File: config.mk
export PLATFORM = sky130hd
export DESIGN_NAME = pipeline_hazard_controller
export DESIGN_NICKNAME = d
export VERILOG_FILES = /design/src/rtl/pipeline_ctrl_pkg.sv /design/src/rtl/pipeline_hazard_controller_sat_counter.sv /design/src/rtl/pipeline_hazard_controller.sv
export SDC_FILE = /design/constraint.sdc
export NUM_CORES = 1
export LEC_CHECK = 0
export CAP_MARGIN = 20
export CORE_MARGIN = 1
export CORE_UTILIZATION = 43
export DETAILED_ROUTE_END_ITERATION = 12
export PLACE_DENSITY = 0.78
export SLEW_MARGIN = 5
export SYNTH_ARGS = -nofsm -noshare
export SYNTH_HDL_FRONTEND = slang
export SYNTH_SLANG_ARGS = --single-unit
File: constraint.sdc
create_clock -name clk -period 2.2 [get_ports clk]
set_clock_uncertainty 0.05 [all_clocks]
set_input_delay 0.33 -clock clk [delete_from_list [all_inputs] [get_ports clk]]
set_output_delay 0.33 -clock clk [all_outputs]
set_load 0.01 [all_outputs]
File: src/rtl/pipeline_ctrl_pkg.sv
// Shared types and constants for the pipeline hazard controller.
package pipeline_ctrl_pkg;

  typedef enum logic [1:0] {
    RUN      = 2'd0,
    MEM_WAIT = 2'd1,
    ERROR    = 2'd2
  } state_t;

  localparam logic [1:0] FWD_RF  = 2'b00;
  localparam logic [1:0] FWD_WB  = 2'b01;
  localparam logic [1:0] FWD_MEM = 2'b10;

  // Operand source select; the younger MEM result wins over WB.
  function automatic logic [1:0] fwd_sel(
    input logic [4:0] rs,
    input logic [4:0] mem_rd,
    input logic       mem_we,
    input logic [4:0] wb_rd,
    input logic       wb_we
  );
    if (mem_we && (mem_rd != 5'd0) && (mem_rd == rs)) begin
      return FWD_MEM;
    end else if (wb_we && (wb_rd != 5'd0) && (wb_rd == rs)) begin
      return FWD_WB;
    end else begin
      return FWD_RF;
    end
  endfunction

endpackage

File: src/rtl/pipeline_hazard_controller_sat_counter.sv
// Saturating up-counter used for the stall and flush statistics.
module sat_counter #(
  parameter int unsigned WIDTH = 32
) (
  input  logic             clk,
  input  logic             reset,
  input  logic             inc,
  output logic [WIDTH-1:0] count
);

  logic [WIDTH-1:0] count_q;
  logic [WIDTH-1:0] count_d;

  // Increment unless already at all-ones.
  always_comb begin
    count_d = count_q;
    if (inc && (count_q != '1)) begin
      count_d = count_q + 1'b1;
    end
  end

  // Counter register, cleared by the active-low reset.
  always_ff @(posedge clk or negedge reset) begin
    if (!reset) begin
      count_q <= '0;
    end else begin
      count_q <= count_d;
    end
  end

  assign count = count_q;

endmodule

File: src/rtl/pipeline_hazard_controller.sv
// Stall/flush sequencing, EX forwarding selects and memory-wait timeout
// supervision for the 5-stage pipeline.
module pipeline_hazard_controller
  import pipeline_ctrl_pkg::*;
#(
  parameter int unsigned CNT_WIDTH   = 32,
  parameter int unsigned MEM_TIMEOUT = 255
) (
  input  logic                 clk,
  input  logic                 reset,
  input  logic [4:0]           ID_Rs1,
  input  logic [4:0]           ID_Rs2,
  input  logic [4:0]           EX_Rs1,
  input  logic [4:0]           EX_Rs2,
  input  logic [4:0]           EX_Rd,
  input  logic                 EX_MemRead,
  input  logic                 EX_Redirect,
  input  logic [4:0]           MEM_Rd,
  input  logic                 MEM_RegWrite,
  input  logic                 Mem_Req,
  input  logic                 Mem_Ready,
  input  logic [4:0]           WB_Rd,
  input  logic                 WB_RegWrite,
  output logic                 Pc_Stall,
  output logic                 Pc_Redirect,
  output logic                 IF_ID_Stall,
  output logic                 IF_ID_Flush,
  output logic                 ID_EX_Stall,
  output logic                 ID_EX_Flush,
  output logic                 EX_MEM_Stall,
  output logic                 MEM_WB_Flush,
  output logic [1:0]           ForwardA,
  output logic [1:0]           ForwardB,
  output logic                 Mem_Timeout,
  output logic [CNT_WIDTH-1:0] StallCycles,
  output logic [CNT_WIDTH-1:0] FlushEvents
);

  // Wait counter only needs to hold 0 .. MEM_TIMEOUT-1.
  localparam int unsigned WAIT_W = (MEM_TIMEOUT > 1) ? $clog2(MEM_TIMEOUT) : 1;
  localparam logic [WAIT_W-1:0] WAIT_LAST = WAIT_W'(MEM_TIMEOUT - 1);

  state_t            state_q, state_d;
  logic [WAIT_W-1:0] wait_q, wait_d;
  logic              timeout_q, timeout_d;
  logic              mem_stall;
  logic              load_use;

  // Next-state logic for the memory-wait supervisor.
  always_comb begin
    state_d   = state_q;
    wait_d    = wait_q;
    timeout_d = timeout_q;
    unique case (state_q)
      RUN: begin
        if (Mem_Req && !Mem_Ready) begin
          state_d = MEM_WAIT;
          wait_d  = '0;
        end
      end
      MEM_WAIT: begin
        if (Mem_Ready) begin
          state_d = RUN;
        end else if (wait_q == WAIT_LAST) begin
          state_d   = ERROR;
          timeout_d = 1'b1;
        end else begin
          wait_d = wait_q + 1'b1;
        end
      end
      ERROR: begin
        state_d = ERROR;
      end
      default: begin
        state_d = RUN;
      end
    endcase
  end

  // FSM state, wait counter and sticky timeout flag.
  always_ff @(posedge clk or negedge reset) begin
    if (!reset) begin
      state_q   <= RUN;
      wait_q    <= '0;
      timeout_q <= 1'b0;
    end else begin
      state_q   <= state_d;
      wait_q    <= wait_d;
      timeout_q <= timeout_d;
    end
  end

  // Zero-latency stall/flush priority and forwarding selects.
  always_comb begin
    Pc_Stall     = 1'b0;
    Pc_Redirect  = 1'b0;
    IF_ID_Stall  = 1'b0;
    IF_ID_Flush  = 1'b0;
    ID_EX_Stall  = 1'b0;
    ID_EX_Flush  = 1'b0;
    EX_MEM_Stall = 1'b0;
    MEM_WB_Flush = 1'b0;
    ForwardA     = FWD_RF;
    ForwardB     = FWD_RF;
    mem_stall    = (Mem_Req && !Mem_Ready) || (state_q == ERROR);
    load_use     = EX_MemRead && (EX_Rd != 5'd0) &&
                   ((EX_Rd == ID_Rs1) || (EX_Rd == ID_Rs2));
    if (reset) begin
      ForwardA = fwd_sel(EX_Rs1, MEM_Rd, MEM_RegWrite, WB_Rd, WB_RegWrite);
      ForwardB = fwd_sel(EX_Rs2, MEM_Rd, MEM_RegWrite, WB_Rd, WB_RegWrite);
      if (mem_stall) begin
        Pc_Stall     = 1'b1;
        IF_ID_Stall  = 1'b1;
        ID_EX_Stall  = 1'b1;
        EX_MEM_Stall = 1'b1;
        MEM_WB_Flush = 1'b1;
      end else if (EX_Redirect) begin
        IF_ID_Flush = 1'b1;
        ID_EX_Flush = 1'b1;
        Pc_Redirect = 1'b1;
      end else if (load_use) begin
        Pc_Stall    = 1'b1;
        IF_ID_Stall = 1'b1;
        ID_EX_Flush = 1'b1;
      end
    end
  end

  assign Mem_Timeout = timeout_q;

  sat_counter #(.WIDTH(CNT_WIDTH)) u_stall_cnt (
    .clk   (clk),
    .reset (reset),
    .inc   (Pc_Stall),
    .count (StallCycles)
  );

  sat_counter #(.WIDTH(CNT_WIDTH)) u_flush_cnt (
    .clk   (clk),
    .reset (reset),
    .inc   (IF_ID_Flush | ID_EX_Flush),
    .count (FlushEvents)
  );

endmodule

Yosys cells after proc, flatten, opt, wreduce, memory -nomap -nowiden
Index checks and enable logic that the tools add are counted.
Widths: inputs -> output; s select.

operators by class
  add/subtract/negate cells = 3
  equality and inequality tests = 15
  mux-type cells = 26
  bitwise gates (word level) = 2
  reduce and logical (&&, ||, !) cells = 22

operator list
  cell                   count
  $add 32x1->32 const B  2
  $ne 32x32->1 const B   2
  $eq 5x5->1             6
  $mux 8                 3
  $pmux 8 s2             1
  $reduce_bool 5->1      3
  $mux 1                 14
  $mux 2                 7
  $logic_and 1x1->1      11
  $add 8x1->8 const B    1
  $eq 8x8->1 const B     1
  $ne 2x2->1 const B     3
  $pmux 2 s3             1
  $reduce_and 4->1       1
  $ne 3x3->1 const B     1
  $reduce_and 3->1       1
  $eq 2x1->1 const B     1
  $eq 2x2->1 const B     1
  $logic_not 2->1        1
  $logic_or 1x1->1       2
  $reduce_and 2->1       1
  $reduce_bool 2->1      1
  $logic_not 1->1        1
  $not 1->1              1
  $or 1x1->1             1

storage, ports and cells
  flip-flop bits (word level) = 75
  input port bits = 43

Logic depth before layout (Yosys ltp)
  depth after elaboration = 9
  mapped depth = 8
  gate-level depth less buffers = 7

Modules after synthesis
Synthesis repeated with hierarchy kept, for this count alone.

unflattened totals
  cell total of the unflattened synthesis = 433
  area, all modules = 4344.2 um2

by module, submodules not included
  module                      instances  cells each  area each (um2)  sequential area each (um2)
  sat_counter                 2          151         1624.1           800.8
  pipeline_hazard_controller  1          131         1096.1           275.3

Worst setup path after synthesis
Ideal clock, no wire load.

  path kind = input port to output port
  start = input EX_Rd[1]
  end = output Pc_Stall
  arrival time = 1725 ps
  path slack = 95 ps
  stages = 6
  cells stage by stage = or4_1 > o21a_1 > and3_4 > a21oi_4 > inv_2 > buf_4

on the way
  word-level cells in the longest chain between the ends = 7
  elaborated cells between the ends (all ways) = 10
  classes of those cells = 2 x eq/ne; 4 x mux; 4 x reduce/logical

ends and longest elaborated chain
  element                                                       RTL line                                                              RTL
  from (decl)                                                   pipeline_hazard_controller.sv:15                                      input logic [4:0] EX_Rd,
  $eq 5x5->1 / $reduce_bool 5->1 (equally long branches)        pipeline_hazard_controller.sv:107, pipeline_hazard_controller.sv:106
  $logic_or 1x1->1 / $logic_and 1x1->1 (equally long branches)  pipeline_hazard_controller.sv:107, pipeline_hazard_controller.sv:106
  $logic_and 1x1->1 (*)                                         pipeline_hazard_controller.sv:106                                     load_use = EX_MemRead && (EX_Rd != 5'd0) &&
  $mux 1 (*) (4 in series)                                      -
  to (decl)                                                     pipeline_hazard_controller.sv:24                                      output logic Pc_Stall,

Mark *: on every way between the ends. The rest lies on a longest branch, timed or not.

Worst setup path in the final report
  start = input ID_Rs1[4]
  end = register u_flush_cnt.count_q[5], in the netlist u_flush_cnt.count[5]

on the way
  word-level cells in the longest chain between the ends = 9

ends and longest elaborated chain
  element               RTL line                                      RTL
  from (decl)           pipeline_hazard_controller.sv:11              input logic [4:0] ID_Rs1,
  $eq 5x5->1            pipeline_hazard_controller.sv:107             ((EX_Rd == ID_Rs1) || (EX_Rd == ID_Rs2));
  $logic_or 1x1->1      pipeline_hazard_controller.sv:107
  $logic_and 1x1->1     pipeline_hazard_controller.sv:106
  $mux 1                pipeline_hazard_controller.sv:121             end else if (load_use) begin
  $mux 1                pipeline_hazard_controller.sv:117             end else if (EX_Redirect) begin
  $mux 1                pipeline_hazard_controller.sv:111             if (mem_stall) begin
  $mux 1                pipeline_hazard_controller.sv:108             if (reset) begin
  $or 1x1->1            pipeline_hazard_controller.sv:141             .inc (IF_ID_Flush | ID_EX_Flush),
  $logic_and 1x1->1     pipeline_hazard_controller_sat_counter.sv:17  if (inc && (count_q != '1)) begin
  to (signal assigned)  pipeline_hazard_controller_sat_counter.sv:27  count_q <= count_d;
  to (decl)             pipeline_hazard_controller_sat_counter.sv:11  logic [WIDTH-1:0] count_q;

Every way passes these cells.
A chain may end at the register's enable or synchronous reset.

==> flow_summary.json <==
{
  "status": "finished, violations left",
  "violations": "negative setup slack",
  "async_reset_ff_frac": 1.00,
  "die_height_microns": 100,
  "slew_viol_final": 0,
  "r2r_end": "u_flush_cnt.count[5]$_DFFE_PN0P_",
  "coreArea_sq_um": 9280,
  "r2r_setup_slack_ns": 0.06,
  "die_w_microns": 100,
  "crit_fanout": 4,
  "avgViaCountPerCell": 5.17,
  "clockRootBuffer": "clkbuf_8",
  "yosysSeqAreaShare": 0.451,
  "post-place-ws_ns": -0.662,
  "path_cells": "clkdlybuf4s50_1 -> xnor2_1 -> nand3_1 -> o221a_4 -> buf_6 -> nor3_4 -> or3b_4 -> xnor2_2",
  "cp.depth": 8,
  "synth_cell_types": 51,
  "initial_core_util": 0.448,
  "hold_ws_ns": 0.0691,
  "drtIter0Drc": 105,
  "fillerInstances": 751,
  "worst_setup_path_end_kind": "register",
  "cts_tree": "yes",
  "multiInputGateArea_sq_um": 2290,
  "syn-cell-area_sq_um": 4160,
  "cap_violations": 0,
  "yosys_warnings": 0,
  "instances_no_fill": 713,
  "endpoint": "u_flush_cnt.count[5]$_DFFE_PN0P_",
  "rr_startpoint": "state_q[1]$_DFFE_PN0P_",
  "cts_buffers": 9,
  "seq_area_sq_um": 1880,
  "power_density_nw_per_um2": 635,
  "gr-usage-all-layers": 0.225,
  "gp_congestion": 0.905,
  "gr-total-overflow": 0,
  "diodes": 0,
  "cp.required_ns": 2.39,
  "grt_pass1_vias": 3701,
  "firstDrtPassIters": 4,
  "vdd_drop_max_v": 0.000574,
  "leakagePower_nw": 2.73,
  "area_growth_pct": 49.3,
  "reg2reg_depth": 8,
  "syn_avg_cell_area_sq_um": 10.3,
  "routed_wl_microns": 10900,
  "path_clk_slew_ns": 0.08,
  "synthesis.nets": 450,
  "drc": 0,
  "cts_sinks": 75,
  "die-area_sq_um": 10100,
  "dp.final_hpwl_microns": 8170,
  "utilization": 0.668,
  "ios": 120,
  "setup_violations": 1,
  "clockBufferDepth": 2,
  "crit_buf_inv": 2,
  "grt_pass1_wl_microns": 17700,
  "crit_start": "ID_Rs1[4]",
  "rows": 35,
  "synth_top_flop_cell": "dfrtp_1",
  "cpPeakStageDelay_ns": 0.48,
  "vias": 3686,
  "clock.fmax_mhz": 452,
  "syn_inst": 403,
  "crit_family": "simple AND/OR/NAND/NOR gates",
  "hp-class": "input port to asynchronous set/reset pin",
  "period_minus_slack_ns": 2.21,
  "worstSetupStartpointType": "input port",
  "h-tree-depth": 3,
  "grt_max_degree": 55,
  "clk_latency_ns": 0.35,
  "synth_edf_count": 0,
  "layout-drive-gt1-share": 0.192,
  "crit_slowest_cell": "clkdlybuf4s50_1",
  "wire_per_inst_microns": 15.3,
  "finalCritPeriodShare": 1.00,
  "num-nets-final": 626,
  "max_slew_margin": 0.542,
  "port_buffers": 119,
  "hold_viol": 0,
  "antenna_found_initial": 0,
  "setup_ws_ns": -0.0110,
  "worst-endpoint-arrival_ns": 2.40,
  "ys_ff_latch": 75,
  "ant_nets": 0,
  "critPathKind": "input port to register",
  "worst_pin_slew_ns": 0.688,
  "dp_cells": 690
}
layout by cell type, fill, tap and decap left out, types with 5 or more instances in the layout:
cell / count
and4_1: 9
buf_6: 6
buf_2: 6
and3_1: 13
nand2_1: 30
nor2_1: 17
dlymetal6s2s_1: 8
nor3_1: 19
nand4_1: 27
clkdlybuf4s50_1: 83
dlygate4sd2_1: 14
inv_1: 5
nor4_1: 7
buf_4: 51
xnor2_1: 50
clkbuf_8: 10
dfrtp_1: 75
clkdlybuf4s15_1: 5
nand3_1: 29
xor2_1: 42
and2_1: 7
flip-flops by register name, indices dropped and copies added, names as in the netlist:
signal             flops
u_flush_cnt.count     32
u_stall_cnt.count     32
wait_q                 8
state_q                2
Mem_Timeout            1
per-layer routing:
metal  track usage  up-vias  part of all wire  wire length [microns]
met2         0.369       91              0.49                   5320
met5             0        -                 0                      0
met1         0.296     1795              0.45                   4890
li1              -     1787                 -                      -
met3        0.0564       13             0.049                    529
met4        0.0658        0             0.014                    153
cells by family (layout without fill, tap and decap cells):
logic type	Yosys count	in the layout	synth area share
simple gates	189	189	0.266
xor+xnor	95	95	0.200
flops	75	75	0.451
compound gates	20	20	0.0355
buf+inv	16	197	0.0235
fa+ha+maj	4	4	0.0120
mux	4	4	0.0117
through the flow:
step / area [sq um] / setup TNS, ns / total power, W
floorplan: 4160 / 0 / 0.00208
global placement: 5810 / -24.67 / 0.00262
detailed placement: 5810 / -28.09 / 0.00265
CTS: 6080 / 0 / 0.00395
global route: 6210 / -0.258 / 0.00413
finish: 6210 / -0.0110 / 0.00394
tightest hold or removal path, stage by stage:
cell,delay [ns]
buf_4,0.09
buf_4,0.15
buf_4,0.28
worst min path at each step:
stage | end | cells after the start | start
2_1_floorplan | Mem_Timeout$_DFFE_PN0P_ | 0 | reset
3_3_place_gp | Mem_Timeout$_DFFE_PN0P_ | 1 | Mem_Timeout$_DFFE_PN0P_
5_1_grt | u_stall_cnt.count[14]$_DFFE_PN0P_ | 3 | reset
3_5_place_dp | Mem_Timeout$_DFFE_PN0P_ | 1 | Mem_Timeout$_DFFE_PN0P_
4_1_cts | u_stall_cnt.count[15]$_DFFE_PN0P_ | 3 | reset
6_report | u_stall_cnt.count[14]$_DFFE_PN0P_ | 3 | reset
Yosys cell counts, types with 2 or more instances:
| cell type | instances | area (sq um) |
|---|---|---|
| dfrtp_1 | 75 | 1880 |
| xnor2_1 | 53 | 464 |
| xor2_1 | 42 | 368 |
| nand2_1 | 30 | 113 |
| nand3_1 | 29 | 145 |
| nand4_1 | 27 | 169 |
| nor3_1 | 19 | 95.1 |
| nor2_1 | 18 | 67.6 |
| and3_1 | 14 | 87.6 |
| nor4_1 | 10 | 62.6 |
| and4_1 | 9 | 78.8 |
| and2_1 | 8 | 50.1 |
| inv_1 | 5 | 18.8 |
| nand2b_1 | 5 | 31.3 |
| o21ai_0 | 5 | 25.0 |
| buf_4 | 4 | 30.0 |
| ha_1 | 4 | 50.1 |
| or4_1 | 4 | 30.0 |
| a21oi_1 | 3 | 15.0 |
| buf_6 | 3 | 33.8 |
| mux2_2 | 3 | 33.8 |
| clkbuf_1 | 2 | 7.51 |
| nor3b_1 | 2 | 15.0 |
| or3_1 | 2 | 12.5 |
layout make-up:
cell class | count | share of cell area
timing repair buffer | 175 | 0.259
multi-input combinational | 312 | 0.370
tap | 129 | 0.0260
clock buffer | 12 | 0.0234
sequential | 75 | 0.302
inverter | 6 | 0.00363
clock inverter | 4 | 0.0157
report_power, final:
group          internal, W  switching, W
sequential         0.00151      0.000174
clock             0.000786      0.000499
combinational     0.000545      0.000423
total              0.00284       0.00109
timing repair:
item                                   4_1_cts  5_1_grt
gates resized for setup                     66       22
pin swaps                                   14       17
cloned                                       0        1
setup buffers                                2        4
endpoints found under the hold margin        0        0
hold buffers                                 0        0
setup endpoints to repair                   52       21
(Power assumes the default switching activity.)
